--- src/rtl/dla_seq_pkg.sv ---
// Shared types, constants and descriptor helpers for the DLA layer sequencer.
package dla_seq_pkg;

    typedef enum logic [2:0] {
        IDLE,
        RD,
        WR,
        WAIT_DONE,
        CLR,
        WAIT_IDLE,
        FINISH
    } seq_state_t;

    localparam logic [1:0] WSEL_MAPPING    = 2'd0;
    localparam logic [1:0] WSEL_SHAPE1     = 2'd1;
    localparam logic [1:0] WSEL_SHAPE2     = 2'd2;
    localparam logic [1:0] WSEL_OPCFG      = 2'd3;
    localparam int         DESC_BYTES      = 16;
    localparam int         OPCFG_START_BIT = 0;

    // Byte address of word k of a layer descriptor; wraps modulo 2^32.
    function automatic logic [31:0] desc_word_addr(input logic [31:0] base,
                                                   input logic [31:0] layer,
                                                   input logic [1:0]  word);
        return base + (layer * 32'(DESC_BYTES)) + {28'd0, word, 2'b00};
    endfunction

    function automatic logic [1:0] next_word(input logic [1:0] word);
        case (word)
            WSEL_MAPPING: return WSEL_SHAPE1;
            WSEL_SHAPE1:  return WSEL_SHAPE2;
            default:      return WSEL_OPCFG;
        endcase
    endfunction

endpackage

--- src/rtl/dla_seq_watchdog.sv ---
// Cycle counter that flags expiry once it has been enabled for TIMEOUT_CYCLES cycles.
module dla_seq_watchdog #(
    parameter int                      TIMEOUT_BITS   = 24,
    parameter logic [TIMEOUT_BITS-1:0] TIMEOUT_CYCLES = 24'hFF_FFFF
) (
    input  logic clk,
    input  logic rst,
    input  logic clear,
    input  logic enable,
    output logic expired
);

    localparam logic [TIMEOUT_BITS-1:0] LAST_COUNT = TIMEOUT_CYCLES - 1'b1;

    logic [TIMEOUT_BITS-1:0] count_reg;

    // Expiry is reported during the final enabled cycle so the caller reacts on that edge.
    assign expired = enable && (count_reg == LAST_COUNT);

    always_ff @(posedge clk or posedge rst) begin
        if (rst) begin
            count_reg <= '0;
        end else if (clear) begin
            count_reg <= '0;
        end else if (enable && (count_reg != LAST_COUNT)) begin
            count_reg <= count_reg + 1'b1;
        end
    end

endmodule

--- src/rtl/dla_layer_sequencer.sv ---
// Walks per-layer descriptors and programs the DLA control registers layer by layer.
module dla_layer_sequencer
    import dla_seq_pkg::*;
#(
    parameter int                      MAX_LAYERS_BITS = 8,
    parameter int                      TIMEOUT_BITS    = 24,
    parameter logic [TIMEOUT_BITS-1:0] TIMEOUT_CYCLES  = 24'hFF_FFFF
) (
    input  logic                       clk,
    input  logic                       rst,
    input  logic                       start,
    input  logic [31:0]                desc_base,
    input  logic [MAX_LAYERS_BITS-1:0] num_layers,
    output logic                       busy,
    output logic                       done,
    output logic                       err,
    output logic [MAX_LAYERS_BITS-1:0] layer_idx,
    output logic                       mem_re,
    output logic [31:0]                mem_addr,
    input  logic [31:0]                mem_rdata,
    output logic                       ctrl_reg_w_en,
    output logic [1:0]                 ctrl_reg_wsel,
    output logic [31:0]                ctrl_reg_wdata,
    input  logic                       dla_done
);

    localparam logic [31:0] START_MASK = 32'd1 << OPCFG_START_BIT;

    seq_state_t                 state_reg;
    logic [31:0]                base_reg;
    logic [MAX_LAYERS_BITS-1:0] nlayers_reg;
    logic [1:0]                 word_reg;
    logic [31:0]                op_cfg_q;
    logic                       wd_clear;
    logic                       wd_enable;
    logic                       wd_expired;

    assign wd_clear  = (state_reg == WR) && (word_reg == WSEL_OPCFG);
    assign wd_enable = (state_reg == WAIT_DONE);

    dla_seq_watchdog #(
        .TIMEOUT_BITS   (TIMEOUT_BITS),
        .TIMEOUT_CYCLES (TIMEOUT_CYCLES)
    ) u_watchdog (
        .clk     (clk),
        .rst     (rst),
        .clear   (wd_clear),
        .enable  (wd_enable),
        .expired (wd_expired)
    );

    // Write data comes straight from memory in WR so the descriptor needs no staging register.
    always_comb begin
        ctrl_reg_wdata = '0;
        if (state_reg == WR) begin
            ctrl_reg_wdata = (word_reg == WSEL_OPCFG) ? (mem_rdata | START_MASK) : mem_rdata;
        end else if (state_reg == CLR) begin
            ctrl_reg_wdata = op_cfg_q & ~START_MASK;
        end
    end

    always_ff @(posedge clk or posedge rst) begin
        if (rst) begin
            state_reg     <= IDLE;
            base_reg      <= '0;
            nlayers_reg   <= '0;
            word_reg      <= WSEL_MAPPING;
            op_cfg_q      <= '0;
            busy          <= 1'b0;
            done          <= 1'b0;
            err           <= 1'b0;
            layer_idx     <= '0;
            mem_re        <= 1'b0;
            mem_addr      <= '0;
            ctrl_reg_w_en <= 1'b0;
            ctrl_reg_wsel <= WSEL_MAPPING;
        end else begin
            mem_re        <= 1'b0;
            ctrl_reg_w_en <= 1'b0;
            done          <= 1'b0;
            case (state_reg)
                IDLE: begin
                    if (start) begin
                        base_reg    <= desc_base;
                        nlayers_reg <= num_layers;
                        err         <= 1'b0;
                        layer_idx   <= '0;
                        word_reg    <= WSEL_MAPPING;
                        busy        <= 1'b1;
                        if (num_layers == '0) begin
                            state_reg <= FINISH;
                        end else begin
                            state_reg <= RD;
                            mem_re    <= 1'b1;
                            mem_addr  <= desc_word_addr(desc_base, 32'd0, WSEL_MAPPING);
                        end
                    end
                end
                RD: begin
                    state_reg     <= WR;
                    ctrl_reg_w_en <= 1'b1;
                    ctrl_reg_wsel <= word_reg;
                end
                WR: begin
                    if (word_reg == WSEL_OPCFG) begin
                        op_cfg_q  <= mem_rdata | START_MASK;
                        state_reg <= WAIT_DONE;
                    end else begin
                        word_reg  <= next_word(word_reg);
                        state_reg <= RD;
                        mem_re    <= 1'b1;
                        mem_addr  <= desc_word_addr(base_reg, 32'(layer_idx), next_word(word_reg));
                    end
                end
                WAIT_DONE: begin
                    // A done arriving on the expiry cycle still counts as a clean finish.
                    if (dla_done || wd_expired) begin
                        err           <= !dla_done;
                        state_reg     <= CLR;
                        ctrl_reg_w_en <= 1'b1;
                        ctrl_reg_wsel <= WSEL_OPCFG;
                    end
                end
                CLR: begin
                    state_reg <= WAIT_IDLE;
                end
                WAIT_IDLE: begin
                    if (!dla_done) begin
                        if (err || (layer_idx == nlayers_reg - 1'b1)) begin
                            state_reg <= FINISH;
                        end else begin
                            layer_idx <= layer_idx + 1'b1;
                            word_reg  <= WSEL_MAPPING;
                            state_reg <= RD;
                            mem_re    <= 1'b1;
                            mem_addr  <= desc_word_addr(base_reg, 32'(layer_idx) + 32'd1, WSEL_MAPPING);
                        end
                    end
                end
                FINISH: begin
                    done      <= 1'b1;
                    busy      <= 1'b0;
                    state_reg <= IDLE;
                end
                default: begin
                    state_reg <= IDLE;
                end
            endcase
        end
    end

endmodule

--- config.mk ---
export PLATFORM = sky130hd
export DESIGN_NAME = dla_layer_sequencer
export DESIGN_NICKNAME = d
export VERILOG_FILES = /design/src/rtl/dla_seq_pkg.sv /design/src/rtl/dla_seq_watchdog.sv /design/src/rtl/dla_layer_sequencer.sv
export SDC_FILE = /design/constraint.sdc
export NUM_CORES = 1
export LEC_CHECK = 0
export CORE_MARGIN = 3
export CORE_UTILIZATION = 50
export DETAILED_ROUTE_END_ITERATION = 6
export HOLD_SLACK_MARGIN = 0.06
export PLACE_DENSITY = 0.72
export SLEW_MARGIN = 10
export SYNTH_ARGS = -nofsm -noshare
export SYNTH_HDL_FRONTEND = slang
export SYNTH_HIERARCHICAL = 1
export SYNTH_SLANG_ARGS = --single-unit
--- constraint.sdc ---
create_clock -name clk -period 5.06 [get_ports clk]
set_input_delay 1.518 -clock clk [delete_from_list [all_inputs] [get_ports clk]]
set_output_delay 1.518 -clock clk [all_outputs]
set_load 0.05 [all_outputs]
== Word-level counts from Yosys, hierarchy flattened ==
Index checks and enable logic that the tools add are counted.
Storage, ports and cells
  register bits: 148
  input bits: 76
  output and inout port bits: 79
  logic and storage cells: 107
Operators by class
  add/subtract/negate cells: 7
  equal/unequal tests: 17
  multiplexer cells: 45
  reduce and logical (&&, ||, !) cells: 24
Operators with widths (count)
  $mux W32: 7
  $pmux W32 S3: 1
  $mux W24: 2
  $add A32 B12 Y32: 1
  $add A32 B13 Y32: 1
  $add A32 B4 Y32: 1
  $add A24 B1 Y24 const B: 1
  $eq A24 B24 Y1 const B: 1
  $mux W8: 3
  $ne A24 B24 Y1 const B: 1
  $pmux W3 S6: 1
  $pmux W8 S2: 1
  $mux W3: 5
  $mux W2: 7
  $ne A2 B2 Y1 const B: 6
  $mux W1: 11
  $reduce_bool A2 Y1: 5
  $add A8 B1 Y9 const B: 1
  $eq A3 B3 Y1 const B: 3
  $add A8 B1 Y8 const B: 1
  $eq A8 B8 Y1: 1
  $logic_not A8 Y1: 1
  $pmux W2 S2: 2
  $reduce_and A2 Y1: 4
  other kinds (18): 25

== Depth between registers and ports, before layout ==
Gate-level depths: netlist (run 1).
  depth in word-level cells: 7
  depth in mapped cells: 14
  gate-level depth less buffers: 12

== Modules after synthesis ==
The synthesis (run 1) kept the hierarchy.
Modules (own cells, without submodules)
  dla_layer_sequencer: times used 1, cells an instance 811, area an instance 7719.9 µm², seq. area each 3078.0 µm²
  dla_seq_watchdog: times used 1, cells an instance 164, area an instance 1516.5 µm², seq. area each 600.6 µm²

== Worst setup path after synthesis (run 1) ==
Ideal clock, no wire load.
  path kind: register -> output
  start: reg state_reg[2]
  end: out ctrl_reg_wdata[10]
  arrival time: 2.183 ns
  data required time: 3.542 ns
  path slack: 1.359 ns
  cell stages (with the launch flop): 8
  buffers on the path: 4
  cell sequence: dfrtp_1 -> clkbuf_1 -> nor2_1 -> and2_1 -> clkbuf_1 -> clkbuf_1 -> buf_1 -> a22o_1
Between the ends
  longest elaborated chain between the ends: 3
  elaborated cells between the ends (all ways): 4
  classes of those cells: 2 x eq/ne; 2 x mux
Ends and longest elaborated chain
  start, declared: line dla_layer_sequencer.sv:29  | seq_state_t state_reg;
  start signal, assigned: line dla_layer_sequencer.sv:64  | state_reg <= IDLE;
  start signal, assigned: line dla_layer_sequencer.sv:91  | state_reg <= FINISH;
  start signal, assigned: line dla_layer_sequencer.sv:93  | state_reg <= RD;
  $eq A3 B3 Y1: line dla_layer_sequencer.sv:57  | end else if (state_reg == CLR) begin
  $mux W32: line dla_layer_sequencer.sv:57
  $mux W32 (*): line dla_layer_sequencer.sv:55  | if (state_reg == WR) begin
  end, declared: line dla_layer_sequencer.sv:23  | output logic [31:0] ctrl_reg_wdata,
Mark *: on every way between the ends. The rest lies on a longest branch, timed or not.

== Final worst setup path (run 1) ==
  start: reg state_reg[2]
  end: out ctrl_reg_wdata[0]
Between the ends
  longest elaborated chain between the ends: 2
Ends and longest elaborated chain (line)
  $eq A3 B2 Y1: dla_layer_sequencer.sv:55
  $mux W32: dla_layer_sequencer.sv:55
No other way between the ends.

==> results of run 1 <==
## how the worst min path moves through the flow
stage                                        start                  endpoint  slack [ps]  cells after the start
after floorplan            base_reg[0]$_DFFE_PP0P_   base_reg[0]$_DFFE_PP0P_         440                      2
after global placement     base_reg[0]$_DFFE_PP0P_   base_reg[0]$_DFFE_PP0P_         450                      2
after detailed placement   base_reg[1]$_DFFE_PP0P_   base_reg[1]$_DFFE_PP0P_         470                      2
after CTS                  base_reg[1]$_DFFE_PP0P_   base_reg[1]$_DFFE_PP0P_         490                      2
after global routing      mem_addr[20]$_DFFE_PP0P_  mem_addr[20]$_DFFE_PP0P_         500                      1
final                      base_reg[1]$_DFFE_PP0P_   base_reg[1]$_DFFE_PP0P_         480                      2
## final cells by class
class | count | area [um^2] | share of cell area, %
Multi-Input combinational cell | 751 | 5220 | 45.3
Tap cell | 229 | 287 | 2.48
Clock buffer | 17 | 425 | 3.69
Clock inverter | 15 | 189 | 1.64
Inverter | 12 | 47.5 | 0.412
Sequential cell | 147 | 3680 | 31.9
Timing Repair Buffer | 173 | 1680 | 14.6
## worst reg2reg max path, delay by kind of cell (launching register included)
family | cells | cell delay [ps]
AO/OA/AOI/OAI | 4 | 1570
AND/OR/NAND/NOR | 3 | 630
adder cells (fa/ha/maj) | 2 | 600
multiplexers | 1 | 260
flip-flops | 1 | 570
XOR/XNOR | 1 | 220
## power groups by stage
stage	Clock (W)	Combinational [W]	Sequential, W
after floorplan	0	0.00212	0.00247
after global placement	0	0.00345	0.00206
after detailed placement	0	0.00351	0.00207
after CTS	0.00135	0.00352	0.00206
after global routing	0.00141	0.00378	0.00213
final	0.00133	0.00351	0.00206
## stage by stage
stage | instance area, um^2 | worst slack [ps] | total power, W | hold WS (ps)
after detailed placement | 10900 | 566 | 0.00557 | 468
after global routing | 11500 | 261 | 0.00731 | 502
final | 11500 | 447 | 0.00690 | 480
after CTS | 11500 | 430 | 0.00693 | 486
after global placement | 10900 | 562 | 0.00551 | 454
after floorplan | 9240 | 271 | 0.00459 | 442
## kinds of logic after synthesis
logic type / after synthesis / synth area share (%)
flops: 147 / 39.8
xor+xnor: 35 / 3.32
fa+ha+maj: 25 / 3.55
buf+inv: 77 / 3.75
mux: 96 / 12.6
simple gates: 370 / 19.5
compound gates: 225 / 17.4
## cells in the final DEF, fill, tap and decap left out, types with 17 or more instances in the layout
cell	instances
a22o_1	32
clkdlybuf4s50_1	154
nor2b_1	18
o21ai_0	28
mux2i_1	18
mux2_2	47
nand2_1	178
dfrtp_1	147
ha_1	23
nor2_1	43
nand3_1	21
a21oi_1	52
clkbuf_16	17
mux2_4	27
xor2_1	20
buf_4	19
## routing by layer
metal,share of wire [%],track usage [%]
met1,44,33.8
met2,47,39.0
met3,6.5,5.26
met4,1.7,7.93
met5,0,0
==> reports/qor.yml, run 1 <==
grt_use_total_pct: 24.6
r2r-start: "layer_idx[0]$_DFFE_PP0P_"
clock_skew_ps: 8.91
portBuffers: 154
place_hpwl_um: 16500
clk_latency_ps: 440
yosysTopAreaCell: "dfrtp_1"
crit_end: "ctrl_reg_wdata[0]"
startpoint: "state_reg[2]$_DFFE_PP0P_"
instances_no_fill: 1344
synth_top_area_share_pct: 39.8
drive_gt1_share_pct: 13.0
clkPwrFrac_pct: 19.3
ys_top_cells_by_count: "178 x nand2_1, 147 x dfrtp_1, 52 x a21oi_1"
cp_top_family: "simple AND/OR/NAND/NOR gates"
cts_buffer_depth: 2
syn_nets: 1076
clock-sinks: 147
path_buf_inv: 2
netSwitchingFraction_pct: 43.9
slowest_stage: "clkdlybuf4s50_1"
grt_pass1_wl_um: 39900
route.detailed.wl_per_inst_um: 18.2
regToRegSetupSlack_ps: 1110
crit_fanout: 35
area_growth_pct: 24.9
num_vias: 7999
nets: 1203
fmax_mhz: 217
cp-end-kind: "output pin"
dp_cells: 1312
outcome: "complete, no violations"
ys_ff_latch: 147
synth_area_um2: 9240
timing.slew.headroom_pct: 34.9
cts_buffers: 17
required_ps: 3540
p_sw_w: 0.00303
p_leak_nw: 5.15
setup_viol: 0
rsz0062_at_grt: "false"
p_comb_share_pct: 50.8
gp_congestion: 0.885
first_global_vias: 7776
syn_inst: 975
antennaDiodeCount: 0
ioPinCount: 155
slowest_delay_ps: 810
vias_per_cell: 5.95
cts_hold_buf: 0
fillCellCount: 1527
rows: 49
drtPass1Iterations: 6
postLayoutCoreUtil_pct: 64.0
initial_core_util_pct: 51.2
min_path_type: "register to register"
startpoint_type: "register"
yosysUniqueCellTypes: 73
drc: 0
drtIter0Drc: 658
synth.avg_cell_area_um2: 9.47
antenna_found_initial: 0
synth.top_cells.by_area: "dfrtp_1 40%, nand2_1 7.2%, mux2_2 5.7%"
timing.final.crit_share_pct: 91.2
finalCriticalPeriod_ps: 4610
powerDensity_nw_per_um2: 598
reg2regPathDepth: 11
tns_ps: 0
critPathKind: "register to output pin"
grt_max_degree: 71
regToRegEndpoint: "mem_addr[17]$_DFFE_PP0P_"
drtAntennaViolNets: 0
tritoncts: "yes"
post_cts_buffers: 0
path_clk_slew_ps: 70
cp.arrival_ps: 3100
hold_viol_final: 0
wl_um: 24400
dieArea_um2: 20100
crit_chain: "buf_4, nor2_1, and2_2, and3_2, a21o_1, clkdlybuf4s50_1"
root_buffer: "clkbuf_16"
core_um2: 18000
synth.most_common_cell: "nand2_1"
overflow: 0
path_depth: 6
async_flop_share_pct: 100
ir_drop_v: 0.000400
worst_pin_slew_ps: 976
synth_edf_count: 0
cts-resized-gates: 0
synth_ff_type: "dfrtp_1"
maxCapViolCount: 0
die-height_um: 142
yosysWarnings: 6
internal-power_w: 0.00387
die_width_um: 142
yosysSeqAreaShare_pct: 39.8
p_seq_share_pct: 29.9
h-tree-depth: 4
slew_violations: 0
Power figures use the tool's default switching activity.
==> run 2, diff against run 1 <==
- SETUP_SLACK_MARGIN: unset -> 0.5
==> reports/qor.yml, run 2 (synthesis results as in run 1) <==
outcome: "complete, no violations"
root_buffer: "clkbuf_16"
path_clk_slew_ps: 70  # about the same
clock-sinks: 147  # unchanged
cp.arrival_ps: 2990  # -110 ps
cp_top_family: "buffers and inverters"
initial_core_util_pct: 51.2  # unchanged
reg2regPathDepth: 11  # unchanged
drtAntennaViolNets: 0  # unchanged
finalCriticalPeriod_ps: 4510  # -103 ps
worst_slack_ps: 550  # +103 ps
cts_buffer_depth: 2  # unchanged
startpoint_type: "primary input"
dieArea_um2: 20100  # unchanged
drtPass1Iterations: 5  # -1
clk_latency_ps: 440  # about the same
slowest_stage: "clkdlybuf4s50_1"
rows: 49  # unchanged
slew_violations: 0  # unchanged
ioPinCount: 155  # unchanged
p_leak_nw: 5.13  # -0.43%
tns_ps: 0  # unchanged
route.detailed.wl_per_inst_um: 18.0  # -1.0%
crit_fanout: 2  # -94%
timing.slew.headroom_pct: 18.3  # -17 points
place_hpwl_um: 16600  # +0.53%
gp_congestion: 0.861  # -2.7%
drive_gt1_share_pct: 12.9  # -0.066 points
maxCapViolCount: 0  # unchanged
dp_cells: 1310  # -0.15%
core_um2: 18000  # unchanged
min_path_type: "register to register"
die-height_um: 142  # unchanged
setup_viol: 0  # unchanged
timing.hold.ws_ps: 479  # -0.501 ps
h-tree-depth: 4  # unchanged
wl_um: 24200  # -1.2%
area_growth_pct: 24.5
rsz0062_at_grt: "false"
timing.final.crit_share_pct: 89.1  # -2.0 points
hold_viol_final: 0  # unchanged
min_path_cells: 2  # unchanged
grt_max_degree: 70  # -1.4%
grt_use_total_pct: 24.3  # -0.22 points
ir_drop_v: 0.000386  # -3.5%
overflow: 0  # unchanged
fillCellCount: 1539  # +0.79%
critPathKind: "primary input to output pin"
required_ps: 3540  # about the same
place_ws_ps: 569  # +3.64 ps
mostFrequentLayoutCells: "178 x nand2_1, 153 x clkdlybuf4s50_1, 147 x dfrtp_1"
powerDensity_nw_per_um2: 592  # -1.0%
die_width_um: 142  # unchanged
clock_skew_ps: 12.1  # +3.18 ps
path_buf_inv: 2  # unchanged
nets: 1201  # -0.17%
instances_no_fill: 1342  # -0.15%
fmax_mhz: 222  # +2.3%
worst_pin_slew_ps: 1220  # +249 ps
mostFrequentLayoutCell: "nand2_1"
cp-end-kind: "output pin"
num_vias: 7958  # -0.51%
cpMostUsedCell: "clkdlybuf4s50_1"
crit_chain: "clkdlybuf4s50_1, a22o_1, clkdlybuf4s50_1"
antenna_found_initial: 0  # unchanged
cts_hold_buf: 0  # unchanged
drc: 0  # unchanged
grt_pass1_wl_um: 39800  # -0.36%
path_depth: 3  # -3
vias_per_cell: 5.93  # -0.36%
antennaDiodeCount: 0  # unchanged
drtIter0Drc: 599  # -9.0%
portBuffers: 154  # unchanged
post_cts_buffers: 0  # unchanged
slowest_delay_ps: 820  # about the same
tritoncts: "yes"
cts_buffers: 17  # unchanged
first_global_vias: 7810  # +0.44%
[run 2: changes by cell type in the layout (fill, tap and decap cells not counted)]
cell	before	now
bufinv_16	2	0
clkinv_8	1	3
clkdlybuf4s50_1	154	153
buf_12	0	1
clkinvlp_4	2	3
and2_4	0	1
inv_4	1	0
buf_4	19	17
and2_2	1	0
[run 2: through the flow]
| stage | utilization (%) | area, um^2 | total power [W] |
|---|---|---|---|
| after floorplan | - | 9240 | 0.00459 |
| after global placement | 60.6 | 10900 | 0.00549 |
| after detailed placement | 60.6 | 10900 | 0.00556 |
| after CTS | 63.8 | 11500 | 0.00684 |
| after global routing | 63.8 | 11500 | 0.00723 |
| final | 63.8 | 11500 | 0.00681 |
[run 2: what timing repair did]
action | in CTS | in global routing
hold endpoints to repair | 0 | 0
endpoints found under the setup margin | 0 | 31
gates resized for setup | 0 | 1
[run 2: path summary, 6_finish.rpt]
path / startpoint / end / slack, ps
min in group asynchronous: rst / base_reg[24]$_DFFE_PP0P_ / 1560
max in group asynchronous: rst / base_reg[12]$_DFFE_PP0P_ / 2770
worst min register to register: base_reg[1]$_DFFE_PP0P_ / base_reg[1]$_DFFE_PP0P_ / 480
worst max register to register: layer_idx[0]$_DFFE_PP0P_ / mem_addr[17]$_DFFE_PP0P_ / 1200
worst min-delay path: base_reg[1]$_DFFE_PP0P_ / base_reg[1]$_DFFE_PP0P_ / 480
worst max-delay path: mem_rdata[31] / ctrl_reg_wdata[31] / 550
[run 2: layer usage]
metal | routed length (um) | part of all wire [%] | up-vias | GRT usage, %
li1 | - | - | 3806 | -
met1 | 10900 | 45 | 3864 | 33.4
met2 | 11300 | 47 | 248 | 39.0
met3 | 1390 | 5.7 | 40 | 5.12
met4 | 550 | 2.3 | 0 | 7.47
met5 | 0 | 0 | - | 0
[run 2: power breakdown]
group,internal (W),switching (W)
Clock,0.000661,0.000597
Sequential,0.00164,0.000420
Combinational,0.00147,0.00202
[run 2: final cells by class]
cell class                 instances  area (um^2)  area share, %
multi-input combinational        751         5220           45.4
sequential                       147         3680           32.0
timing repair buffer             171         1680           14.6
clock buffer                      17          425           3.70
clock inverter                    15          161           1.40
tap                              229          287           2.49
inverter                          12         48.8          0.424
[run 2: worst register-to-register path, cell delays in order, from the launching register on]
cell,delay (ps)
dfrtp_1,540
ha_1,250
nand3_1,130
nor2_1,210
xor2_1,230
ha_1,340
a2111o_1,420
o21ai_1,560
nand2_1,250
a32o_1,300
a221o_1,270
mux2_4,260
==> run 3, diff against run 2 <==
- PLACE_DENSITY: 0.72 -> 0.75
==> reports/qor.yml, run 3 (synthesis results as in run 1) <==
tritoncts: "yes"
tns_ps: 0  # unchanged
mostFrequentLayoutCell: "nand2_1"
cp-end-kind: "output pin"
num_vias: 7960  # +0.025%
drive_gt1_share_pct: 13.0  # +0.078 points
grt_max_degree: 71  # +1.4%
critPathKind: "primary input to output pin"
maxCapViolCount: 0  # unchanged
drtAntennaViolNets: 0  # unchanged
fmax_mhz: 222  # about the same
hp-start: "base_reg[0]$_DFFE_PP0P_"
min_path_type: "register to register"
portBuffers: 154  # unchanged
root_buffer: "clkbuf_16"
cts_hold_buf: 0  # unchanged
min_to: "base_reg[0]$_DFFE_PP0P_"
h-tree-depth: 4  # unchanged
regToRegEndpoint: "mem_addr[17]$_DFFE_PP0P_"
mostFrequentLayoutCells: "178 x nand2_1, 154 x clkdlybuf4s50_1, 147 x dfrtp_1"
timing.final.crit_share_pct: 89.1  # about the same
p_leak_nw: 5.13  # +0.10%
grt_use_total_pct: 24.3  # -0.081 points
path_clk_slew_ps: 70  # about the same
worst_slack_ps: 553  # +3.11 ps
internal-power_w: 0.00383  # +1.3%
instances_no_fill: 1343  # +0.075%
reg2regPathDepth: 11  # unchanged
core_um2: 18000  # unchanged
r2r-start: "layer_idx[0]$_DFFE_PP0P_"
ioPinCount: 155  # unchanged
cp.arrival_ps: 2990  # about the same
hold_viol_final: 0  # unchanged
min_path_cells: 2  # unchanged
rsz0062_at_grt: "false"
die-height_um: 142  # unchanged
cts_buffer_depth: 2  # unchanged
gp_congestion: 0.836  # -2.9%
p_seq_share_pct: 30.2  # about the same
overflow: 0  # unchanged
first_global_vias: 7812  # +0.026%
ir_drop_v: 0.000547  # +42%
cts_buffers: 17  # unchanged
drc: 0  # unchanged
die_width_um: 142  # unchanged
finalCriticalPeriod_ps: 4510  # -3.11 ps
slew_violations: 0  # unchanged
route.detailed.wl_per_inst_um: 18.1  # +0.35%
rows: 49  # unchanged
dieArea_um2: 20100  # unchanged
setup_viol: 0  # unchanged
crit_fanout: 2  # unchanged
timing.slew.headroom_pct: 34.9  # +17 points
drtIter0Drc: 518  # -14%
initial_core_util_pct: 51.2  # unchanged
regToRegSetupSlack_ps: 1230  # +30 ps
outcome: "complete, no violations"
antenna_found_initial: 0  # unchanged
placed_area_um2: 10900  # about the same
antennaDiodeCount: 0  # unchanged
place_hpwl_um: 16700  # +0.42%
grt_pass1_wl_um: 39700  # -0.26%
place_ws_ps: 560  # -9.70 ps
clk_latency_ps: 430  # about the same
dp_cells: 1311  # +0.076%
drtPass1Iterations: 5  # unchanged
netSwitchingFraction_pct: 43.9  # -0.64 points
required_ps: 3540  # about the same
clock-sinks: 147  # unchanged
p_comb_share_pct: 51.4  # +0.2 points
worst_pin_slew_ps: 969  # -256 ps
postLayoutCoreUtil_pct: 63.8  # about the same
stdcell_area_um2: 11500  # about the same
area_growth_pct: 24.5  # about the same
wl_um: 24300  # +0.43%
clkPwrFrac_pct: 18.4  # about the same
p_sw_w: 0.00300  # -1.3%
vias_per_cell: 5.93  # about the same
clock_skew_ps: 11.1  # -0.948 ps
post_cts_buffers: 0  # unchanged
startpoint_type: "primary input"
powerDensity_nw_per_um2: 593  # +0.24%
nets: 1202  # +0.083%
-- run 3: per-stage QoR --
step	power [W]	hold slack, ps
2_1_floorplan	0.00459	442
3_3_place_gp	0.00549	453
3_5_place_dp	0.00558	459
4_1_cts	0.00685	476
5_1_grt	0.00722	500
6_report	0.00682	474
-- run 3: layer usage --
layer	vias to the layer above	global-route usage, %	wire (um)
met5	-	0	0
met4	0	7.17	411
met3	28	5.22	1440
met2	247	39.6	11600
met1	3875	32.8	10800
li1	3810	-	-
-- run 3: what timing repair did --
action | 4_1_cts | 5_1_grt
endpoints found under the hold margin | 0 | 0
gates resized for setup | 0 | 1
setup endpoints to repair | 0 | 1
-- run 3: cell type report --
type	count	area (um^2)
Fill cell	1516	6530
Multi-Input combinational cell	751	5220
Tap cell	229	287
Inverter	12	48.8
Clock buffer	18	439
Sequential cell	147	3680
Timing Repair Buffer	172	1680
Clock inverter	14	143
-- run 3: worst max path at each step --
stage | cells past startpoint | from | to
global route | 3 | mem_rdata[26] | ctrl_reg_wdata[26]
floorplan | 7 | state_reg[2]$_DFFE_PP0P_ | ctrl_reg_wdata[10]
detailed placement | 3 | mem_rdata[26] | ctrl_reg_wdata[26]
CTS | 5 | state_reg[0]$_DFFE_PP0P_ | ctrl_reg_wdata[0]
global placement | 3 | mem_rdata[26] | ctrl_reg_wdata[26]
finish | 3 | mem_rdata[24] | ctrl_reg_wdata[24]
-- run 3: power groups by stage --
| stage | clock network (W) | registers (W) | logic (W) |
|---|---|---|---|
| global placement | 0 | 0.00205 | 0.00344 |
| finish | 0.00125 | 0.00206 | 0.00350 |
| CTS | 0.00127 | 0.00206 | 0.00352 |
| floorplan | 0 | 0.00247 | 0.00212 |
| global route | 0.00133 | 0.00214 | 0.00375 |
| detailed placement | 0 | 0.00207 | 0.00351 |
-- run 3: worst max-delay path: stages --
cell             delay (ps)
clkdlybuf4s50_1         480
a22o_1                  160
clkdlybuf4s50_1         830
